## config.mk

```make
export PLATFORM = sky130hd
export DESIGN_NAME = bus_wait_ctrl
export DESIGN_NICKNAME = d
export VERILOG_FILES = /design/src/rtl/bus_wait_ctrl.sv
export SDC_FILE = /design/constraint.sdc
export NUM_CORES = 1
export LEC_CHECK = 0
export CORE_MARGIN = 1.5
export CORE_UTILIZATION = 53
export CTS_CLUSTER_SIZE = 12
export DETAILED_ROUTE_END_ITERATION = 16
export GPL_TIMING_DRIVEN = 1
export PLACE_DENSITY = 0.86
export SETUP_SLACK_MARGIN = 0.15
export SLEW_MARGIN = 20
export SYNTH_ARGS = -nofsm -noshare
export SYNTH_HDL_FRONTEND = slang
export SYNTH_SLANG_ARGS = --single-unit
```

## constraint.sdc

```tcl
create_clock -name clock -period 1.9 [get_ports clock]
set_input_delay 0.285 -clock clock [delete_from_list [all_inputs] [get_ports clock]]
set_output_delay 0.285 -clock clock [all_outputs]
set_load 0.01 [all_outputs]
```

## src/rtl/bus_wait_ctrl.sv

```systemverilog
// Wait-state sequencer: stretches 6502 bus cycles per decoded device by driving RDY low.
// Optional stall statistics counter enabled by defining BUS_WAIT_STATS_EN.
module bus_wait_ctrl #(
  parameter int unsigned WAIT_W = 4,
  parameter int unsigned NDEV   = 6
) (
  input  logic            clock,
  input  logic            reset_n,
  input  logic            cycle_start,
  input  logic            ram_cs,
  input  logic            sid_cs,
  input  logic            via1_cs,
  input  logic            via2_cs,
  input  logic            uart_cs,
  input  logic            bifrost_cs,
  input  logic            cfg_we,
  input  logic [2:0]      cfg_sel,
  input  logic [7:0]      cfg_wdata,
  output logic [7:0]      cfg_rdata,
  output logic            rdy,
  output logic [NDEV-1:0] dev_sel,
  output logic            busy
);

  localparam int unsigned IDX_W = $clog2(NDEV);

  typedef enum logic {S_IDLE, S_WAIT} state_t;

  state_t              state, state_nxt;
  logic [WAIT_W-1:0]   cnt, cnt_nxt;
  logic                rdy_nxt, busy_nxt, err, err_nxt, err_set;
  logic [NDEV-1:0]     dev_nxt;
  logic [WAIT_W-1:0]   wreg [NDEV];
  logic [NDEV-1:0]     act;
  logic [IDX_W-1:0]    win_idx;
  logic                multi;
  logic                err_clr;
  logic                unused_wdata;

  assign unused_wdata = ^cfg_wdata[7:WAIT_W];
  assign err_clr      = cfg_we && (cfg_sel == 3'd6) && cfg_wdata[0];

  // Active-high selects; the highest index wins (bifrost > ... > ram)
  always_comb begin
    act     = ~{bifrost_cs, uart_cs, via2_cs, via1_cs, sid_cs, ram_cs};
    win_idx = '0;
    for (int i = 0; i < int'(NDEV); i++) begin
      if (act[i]) win_idx = IDX_W'(i);
    end
    multi = |(act & (act - NDEV'(1)));
  end

  always_ff @(posedge clock or negedge reset_n) begin
    if (!reset_n) begin
      state   <= S_IDLE;
      cnt     <= '0;
      rdy     <= 1'b1;
      busy    <= 1'b0;
      dev_sel <= '0;
      err     <= 1'b0;
    end else begin
      state   <= state_nxt;
      cnt     <= cnt_nxt;
      rdy     <= rdy_nxt;
      busy    <= busy_nxt;
      dev_sel <= dev_nxt;
      err     <= err_nxt;
    end
  end

  always_comb begin
    state_nxt = state;
    cnt_nxt   = cnt;
    rdy_nxt   = rdy;
    busy_nxt  = busy;
    dev_nxt   = dev_sel;
    err_set   = 1'b0;
    case (state)
      S_IDLE: begin
        dev_nxt = '0;
        if (cycle_start && (|act)) begin
          dev_nxt = NDEV'(1) << win_idx;
          err_set = multi;
          if (wreg[win_idx] != '0) begin
            cnt_nxt   = wreg[win_idx];
            rdy_nxt   = 1'b0;
            busy_nxt  = 1'b1;
            state_nxt = S_WAIT;
          end
        end
      end
      S_WAIT: begin
        cnt_nxt = cnt - WAIT_W'(1);
        if (cnt == WAIT_W'(1)) begin
          rdy_nxt   = 1'b1;
          busy_nxt  = 1'b0;
          dev_nxt   = '0;
          state_nxt = S_IDLE;
        end
      end
      default: state_nxt = S_IDLE;
    endcase
    // A new error in the same clock as a clear keeps err set
    err_nxt = err_set ? 1'b1 : (err_clr ? 1'b0 : err);
  end

  // Per-device wait registers; a running wait already holds its own copy in cnt
  always_ff @(posedge clock or negedge reset_n) begin
    if (!reset_n) begin
      wreg[0] <= WAIT_W'(0);
      wreg[1] <= WAIT_W'(3);
      wreg[2] <= WAIT_W'(1);
      wreg[3] <= WAIT_W'(1);
      wreg[4] <= WAIT_W'(2);
      wreg[5] <= WAIT_W'(0);
    end else if (cfg_we && (cfg_sel < 3'(NDEV))) begin
      wreg[IDX_W'(cfg_sel)] <= cfg_wdata[WAIT_W-1:0];
    end
  end

`ifdef BUS_WAIT_STATS_EN
  logic [15:0] stall_cnt;

  always_ff @(posedge clock or negedge reset_n) begin
    if (!reset_n) begin
      stall_cnt <= '0;
    end else if (cfg_we && (cfg_sel == 3'd7)) begin
      stall_cnt <= '0;
    end else if (!rdy && (stall_cnt != 16'hFFFF)) begin
      stall_cnt <= stall_cnt + 16'd1;
    end
  end
`endif

  always_comb begin
    cfg_rdata = '0;
    if (cfg_sel < 3'(NDEV)) begin
      cfg_rdata = 8'(wreg[IDX_W'(cfg_sel)]);
    end else if (cfg_sel == 3'd6) begin
      cfg_rdata = {6'b0, busy, err};
    end
`ifdef BUS_WAIT_STATS_EN
    else if (cfg_sel == 3'd7) begin
      cfg_rdata = (|stall_cnt[15:8]) ? stall_cnt[15:8] : stall_cnt[7:0];
    end
`endif
  end

endmodule

```

== After elaboration in Yosys (flattened, before gate mapping) ==
Cells that the tools add are included.

* Bits in registers: 38
* Bits in latches: 0
* RAM bits: 0
* Bits in read-only memories: 0
* Bits of input ports: 21
* Memories kept: 0

* Add/sub/neg operators: 2
* Multiply operators: 0
* Div/mod/pow operators: 0
* $lt $le $gt $ge: 4
* Eq/ne operators: 5
* Shift operators: 1
* Multiplexer cells: 38
* Bitwise gates (word level): 5
* Reductions and logical operators: 11

{| class="wikitable"
|+ Operator list
! operator !! number
|-
| 4-bit two-way mux || 8
|-
| 4-bit binary-select mux with 3-bit select || 2
|-
| 24-bit bitwise mux || 1
|-
| 1-bit two-way mux || 14
|-
| 4-bit demux with 3-bit select || 1
|-
| 6-bit two-way mux || 2
|-
| 6-bit case mux with 2 select lines || 1
|-
| 6-bit OR reduction || 2
|-
| 4-bit >= comparator, second input constant || 2
|-
| 3-bit NOT with 4-bit output || 2
|-
| 4-bit case mux with 2 select lines || 1
|-
| 6-bit AND || 1
|-
| 2-bit two-way mux || 3
|-
| 3-bit two-way mux || 2
|-
| 6-bit NOT || 1
|-
| 1-bit case mux with 2 select lines || 3
|-
| 1-bit by 3-bit left shift with 6-bit output, first input constant || 1
|-
| 6-bit by 1-bit subtractor with 6-bit output, second input constant || 1
|-
| 1-bit logical AND || 5
|-
| 4-bit by 1-bit == test with 1-bit output, second input constant || 1
|-
| 4-bit by 1-bit less-than comparator with 1-bit output, second input constant || 1
|-
| 2-bit != test, second input constant || 2
|-
| 4-bit nonzero test || 1
|-
| 4-bit by 1-bit subtractor with 4-bit output, second input constant || 1
|-
| 7 further kinds || 7
|}

== Depth between registers and ports, before layout ==
Gate-level depths: netlist of the first run.

* Word-level depth: 14
* Mapped depth: 6

== Worst setup path before layout of the first run ==
No wires, ideal clock.

* Path type: register to register
* Start: register wreg[6] in the netlist's numbering
* End: register busy
* Arrival: 1.392 ns
* Data required time: 1.779 ns
* Path slack: 0.387 ns
* Stages on the path, launching flop included: 6
* Cells stage by stage: dfrtp_1 -> or3b_2 -> o21ai_1 -> a31o_4 -> nand4_4 -> a22o_1

* Longest elaborated chain between the ends: 6

{| class="wikitable"
|+ RTL lines
! what !! RTL line !! RTL
|-
| start, declared || 33 || <nowiki>logic [WAIT_W-1:0] wreg [NDEV];</nowiki>
|-
| start signal, assigned by index || 117 || <nowiki>wreg[IDX_W'(cfg_sel)] <= cfg_wdata[WAIT_W-1:0];</nowiki>
|-
| 4-bit binary-select mux with 3-bit select || 84 || <nowiki>if (wreg[win_idx] != '0) begin</nowiki>
|-
| 4-bit two-way mux (implied by the code) (2 in series) || 84 ||
|-
| 4-bit nonzero test || 84 ||
|-
| 2-bit != test (no source line) || - ||
|-
| 3-bit AND reduction (no source line) || - ||
|-
| end signal, assigned || 65 || <nowiki>busy <= busy_nxt;</nowiki>
|-
| end, declared || 22 || <nowiki>output logic busy</nowiki>
|}

No other way between the ends. The select of a mux whose other input is x is not followed.
A chain may end at the register's enable or synchronous reset.

== Worst setup path in the final report of the first run ==
* Start: register busy
* End: output port cfg_rdata[1]

* Longest elaborated chain between the ends: 2

{| class="wikitable"
|+ RTL lines
! what !! RTL line !! RTL
|-
| 2-bit two-way mux || 139 || <nowiki>end else if (cfg_sel == 3'd6) begin</nowiki>
|-
| 4-bit two-way mux || 137 || <nowiki>if (cfg_sel < 3'(NDEV)) begin</nowiki>
|-
| end, declared || 19 || <nowiki>output logic [7:0] cfg_rdata,</nowiki>
|}

No other way between the ends.

==> results.rst, run 1 <==
.. list-table::
   :header-rows: 1

   * - Metric
     - Value
   * - Share of layout cells above drive strength 1
     - 0.432
   * - Number of buffers and inverters on the critical path
     - 1
   * - Fraction of registers with async set/reset
     - 1.00
   * - Timing-limited maximum frequency
     - 561 MHz
   * - Pin count of the biggest net entering global routing
     - 39
   * - First drt pass iteration count
     - 4
   * - Crit. End Element
     - primary output
   * - Max clock buf depth
     - 2
   * - Biggest area consumer among synthesized cells
     - sky130_fd_sc_hd__dfrtp_1
   * - Slowest-stage cell, CP
     - sky130_fd_sc_hd__mux4_2
   * - Worst setup timing slack at the placement stage
     - -0.498 ns
   * - P per Cell Area
     - 1020 nW/um^2
   * - Syn Area/Cell
     - roughly 11 um^2
   * - Cell types with the largest area share after synthesis
     - sky130_fd_sc_hd__dfrtp_1 35%, sky130_fd_sc_hd__mux2_2 11%, sky130_fd_sc_hd__dfstp_2 7.0%, sky130_fd_sc_hd__mux4_2 4.0%, sky130_fd_sc_hd__a21oi_1 2.4%
   * - Post-Syn Area
     - 2270 um^2
   * - Number of vias per cell after detailed routing
     - 5.87
   * - Cell area after layout
     - 2940 um^2
   * - Cell Area, Placed
     - roughly 2800 um^2
   * - H-tree depth
     - 2
   * - Initial antenna violation count
     - 0
   * - Detail Placement HPWL
     - 3970 um
   * - Post-Synth Adder-Cell Area
     - 0.0155
   * - Number of enable flip-flop cells after synthesis
     - 0
   * - Setup repair after global routing missed its margin
     - true
   * - Critical-path cell list
     - mux4_2 -> nor2_1 -> a21oi_1 -> buf_2
   * - Simple-gate area share of the yosys netlist
     - 0.149
   * - DR iter-0 viols
     - ~140
   * - Number of failing setup endpoints in the final timing report
     - 0
   * - Crit-path max cell delay
     - 0.48 ns
   * - Final antenna-violating net count
     - 0
   * - RR Startpoint
     - wreg[6]
   * - Wire length per cell
     - 17.0 um
   * - XOR/XNOR share of the synthesized area
     - 0.0116
   * - Slew at the pin closest to its max-slew limit
     - 0.518 ns
   * - Critical path startpoint category
     - flop
   * - Clock skew
     - 0.00598 ns
   * - Post-synthesis compound-gate area fraction
     - 0.176
   * - Clk sinks
     - 38
   * - Remaining global-route overflow
     - 0
   * - Number of global-route vias before repair
     - 1779
   * - Max-Slew Margin vs Limit
     - 0.654
   * - Clock tree from TritonCTS
     - built
   * - Hold crit path type
     - primary input to asynchronous set/reset pin
   * - Number of buffers inserted by hold repair at cts
     - 0
   * - Share of Yosys cell area claimed by the top area cell type
     - 0.353
   * - Most frequent cell after synthesis
     - sky130_fd_sc_hd__dfrtp_1
   * - Final worst setup slack
     - 0.119 ns
   * - Clock Latency Late Sink
     - ~0.29 ns
   * - Total via count in the routed design
     - 1883
   * - Placeable core region
     - roughly 4100 um^2
   * - Category of the most critical setup path
     - flop to primary output
   * - Number of nets in the layout
     - a little under 300
   * - Total of warnings raised by yosys
     - 0
   * - Number of buffers created by CTS
     - 5
   * - WP data arrival
     - 1.50 ns
   * - Combined global-route utilization of all metal layers
     - 0.254
   * - Clk Tree Root Cell
     - sky130_fd_sc_hd__clkbuf_8
   * - Leakage component of the power
     - 0.00129 uW
   * - Reported max-cap violation count
     - 0
   * - Die Outline Area
     - between 4000 and 5000 um^2
   * - Crit-path leading delay family
     - multiplexers
   * - Row count
     - 23
   * - Residual DRC count
     - 0
   * - Ant. Diodes
     - 0
   * - Largest vdd supply drop
     - 0.737 mV
   * - Post-route clock period utilization
     - 0.937
   * - Final hold vios
     - 0
   * - Count of pins on the block boundary
     - 37
   * - Commonest cells in the netlist
     - 32 x sky130_fd_sc_hd__dfrtp_1, 23 x sky130_fd_sc_hd__mux2_2, 12 x sky130_fd_sc_hd__nand2_1
   * - Initial Utilization
     - 0.558
   * - Synthesized instance count
     - 202
   * - Die width
     - 68.4 um
   * - Worst Path Required
     - approximately 1.6 ns
   * - Relative area change from synthesis to final layout
     - 29.6%
   * - Worst Setup SP
     - busy
   * - Number of unique standard cell types used by synthesis
     - 57
   * - Synthesis-stage register bit count
     - 38
   * - Main synth FF type
     - sky130_fd_sc_hd__dfrtp_1
   * - Share of the core filled with cells
     - 0.724
   * - Combinational family with the most area after synthesis
     - compound AO/OA/AOI/OAI gates
   * - Number of pins exceeding their max-slew limit in the final report
     - 0
   * - Buffers on Ports
     - 28
   * - Die height
     - 68.4 um
   * - Share of the yosys chip area belonging to registers
     - 0.423
   * - Time the worst path needs with I/O delays and setup
     - roughly 1.8 ns
   * - Final TNS setup
     - 0 ns
   * - Total of fill cells in the finished design
     - around 310
   * - Run status
     - finished clean
   * - Wire length of the first global-routing pass
     - 8460 um
   * - Mux share of post-synthesis cell area
     - 0.172
   * - Clk slew on worst S/H paths
     - approximately 0.070 ns
   * - CP Max Fanout
     - 2
   * - Routed wire length
     - 5460 um
   * - Last weighted congestion value of the routability-driven placer
     - 0.967
==> state kept, by name (all words and copies together), names as in the netlist <==
signal   count
rdy          1
dev_sel      6
state        1
wreg        24
err          1
cnt          4
busy         1
==> cells in the final DEF (no fill, tap or decap), drive strengths merged, types with 4 or more instances in the layout <==
cell type / synthesis / layout
dfstp: 6 / 6
clkdlybuf4s50: 0 / 17
mux4: 4 / 4
inv: 8 / 8
clkbuf: 2 / 7
conb: 1 / 4
mux2i: 4 / 4
nor2: 10 / 10
a31o: 4 / 4
mux2: 23 / 23
dlygate4sd2: 0 / 5
dfrtp: 32 / 32
a21oi: 11 / 11
o21ai: 13 / 13
buf: 9 / 46
nand2: 12 / 12
==> per-layer routing <==
metal  global-route usage  up-vias  wire (um)
met5                    0        -          0
met4                0.105        0        136
met3               0.0674       16        392
met2                0.427       87       2690
met1                0.307      909       2240
li1                     -      871          -
==> report_power, final <==
group | switching (uW) | internal (uW) | leakage, uW
Combinational | 480 | 658 | 0.000793
Clock | 283 | 293 | 0.0000482
Sequential | 233 | 1060 | 0.000451
Total | 997 | 2010 | 0.00129
==> layout make-up <==
class	instances	area (um^2)	share of cell area
inverter	8	30.0	0.0102
tap	50	62.6	0.0213
clock inverter	1	5.00	0.00170
timing repair buffer	70	576	0.196
multi-input combinational	147	1220	0.415
clock buffer	7	86.3	0.0294
sequential	38	958	0.326
==> what timing repair did <==
action	in CTS	in global routing
setup endpoints to repair	22	9
setup buffers	8	2
cloned	0	0
gates resized for setup	25	6
pin swaps	1	4
==> through the flow <==
stage               std cells  total power, uW  hold slack [ns]
floorplan                 205             1980          -0.0106
global placement          303             2320            0.462
detailed placement        303             2370            0.474
CTS                       319             2990            0.438
global route              321             3190            0.473
finish                    321             3010            0.426
==> final timing paths <==
kind | to | slack (ns) | cells past startpoint
worst max-delay path | cfg_rdata[1] | 0.12 | 4
worst min-delay path | dev_sel[4] | 0.43 | 2
worst max register to register | busy | 0.28 | 6
worst min register to register | dev_sel[1] | 0.48 | 2
max in group asynchronous | wreg[17] | 1.11 | 2
min in group clock | dev_sel[1] | 0.48 | 2
==> logic make-up after synthesis <==
kind of cell / after synthesis
compound gates: 52
xor+xnor: 3
fa+ha+maj: 3
buf+inv: 20
flops: 38
mux: 31
other cells: 1
simple gates: 54
(Power assumes the default switching activity.)
==> run 2: changes to the inputs <==
- ABC_AREA: unset -> 0
- CAP_MARGIN: unset -> 20
- CTS_CLUSTER_SIZE: 12 -> unset
==> results of run 2 <==
Same layout as run 1: the final DEF is identical, and so are final timing and power.
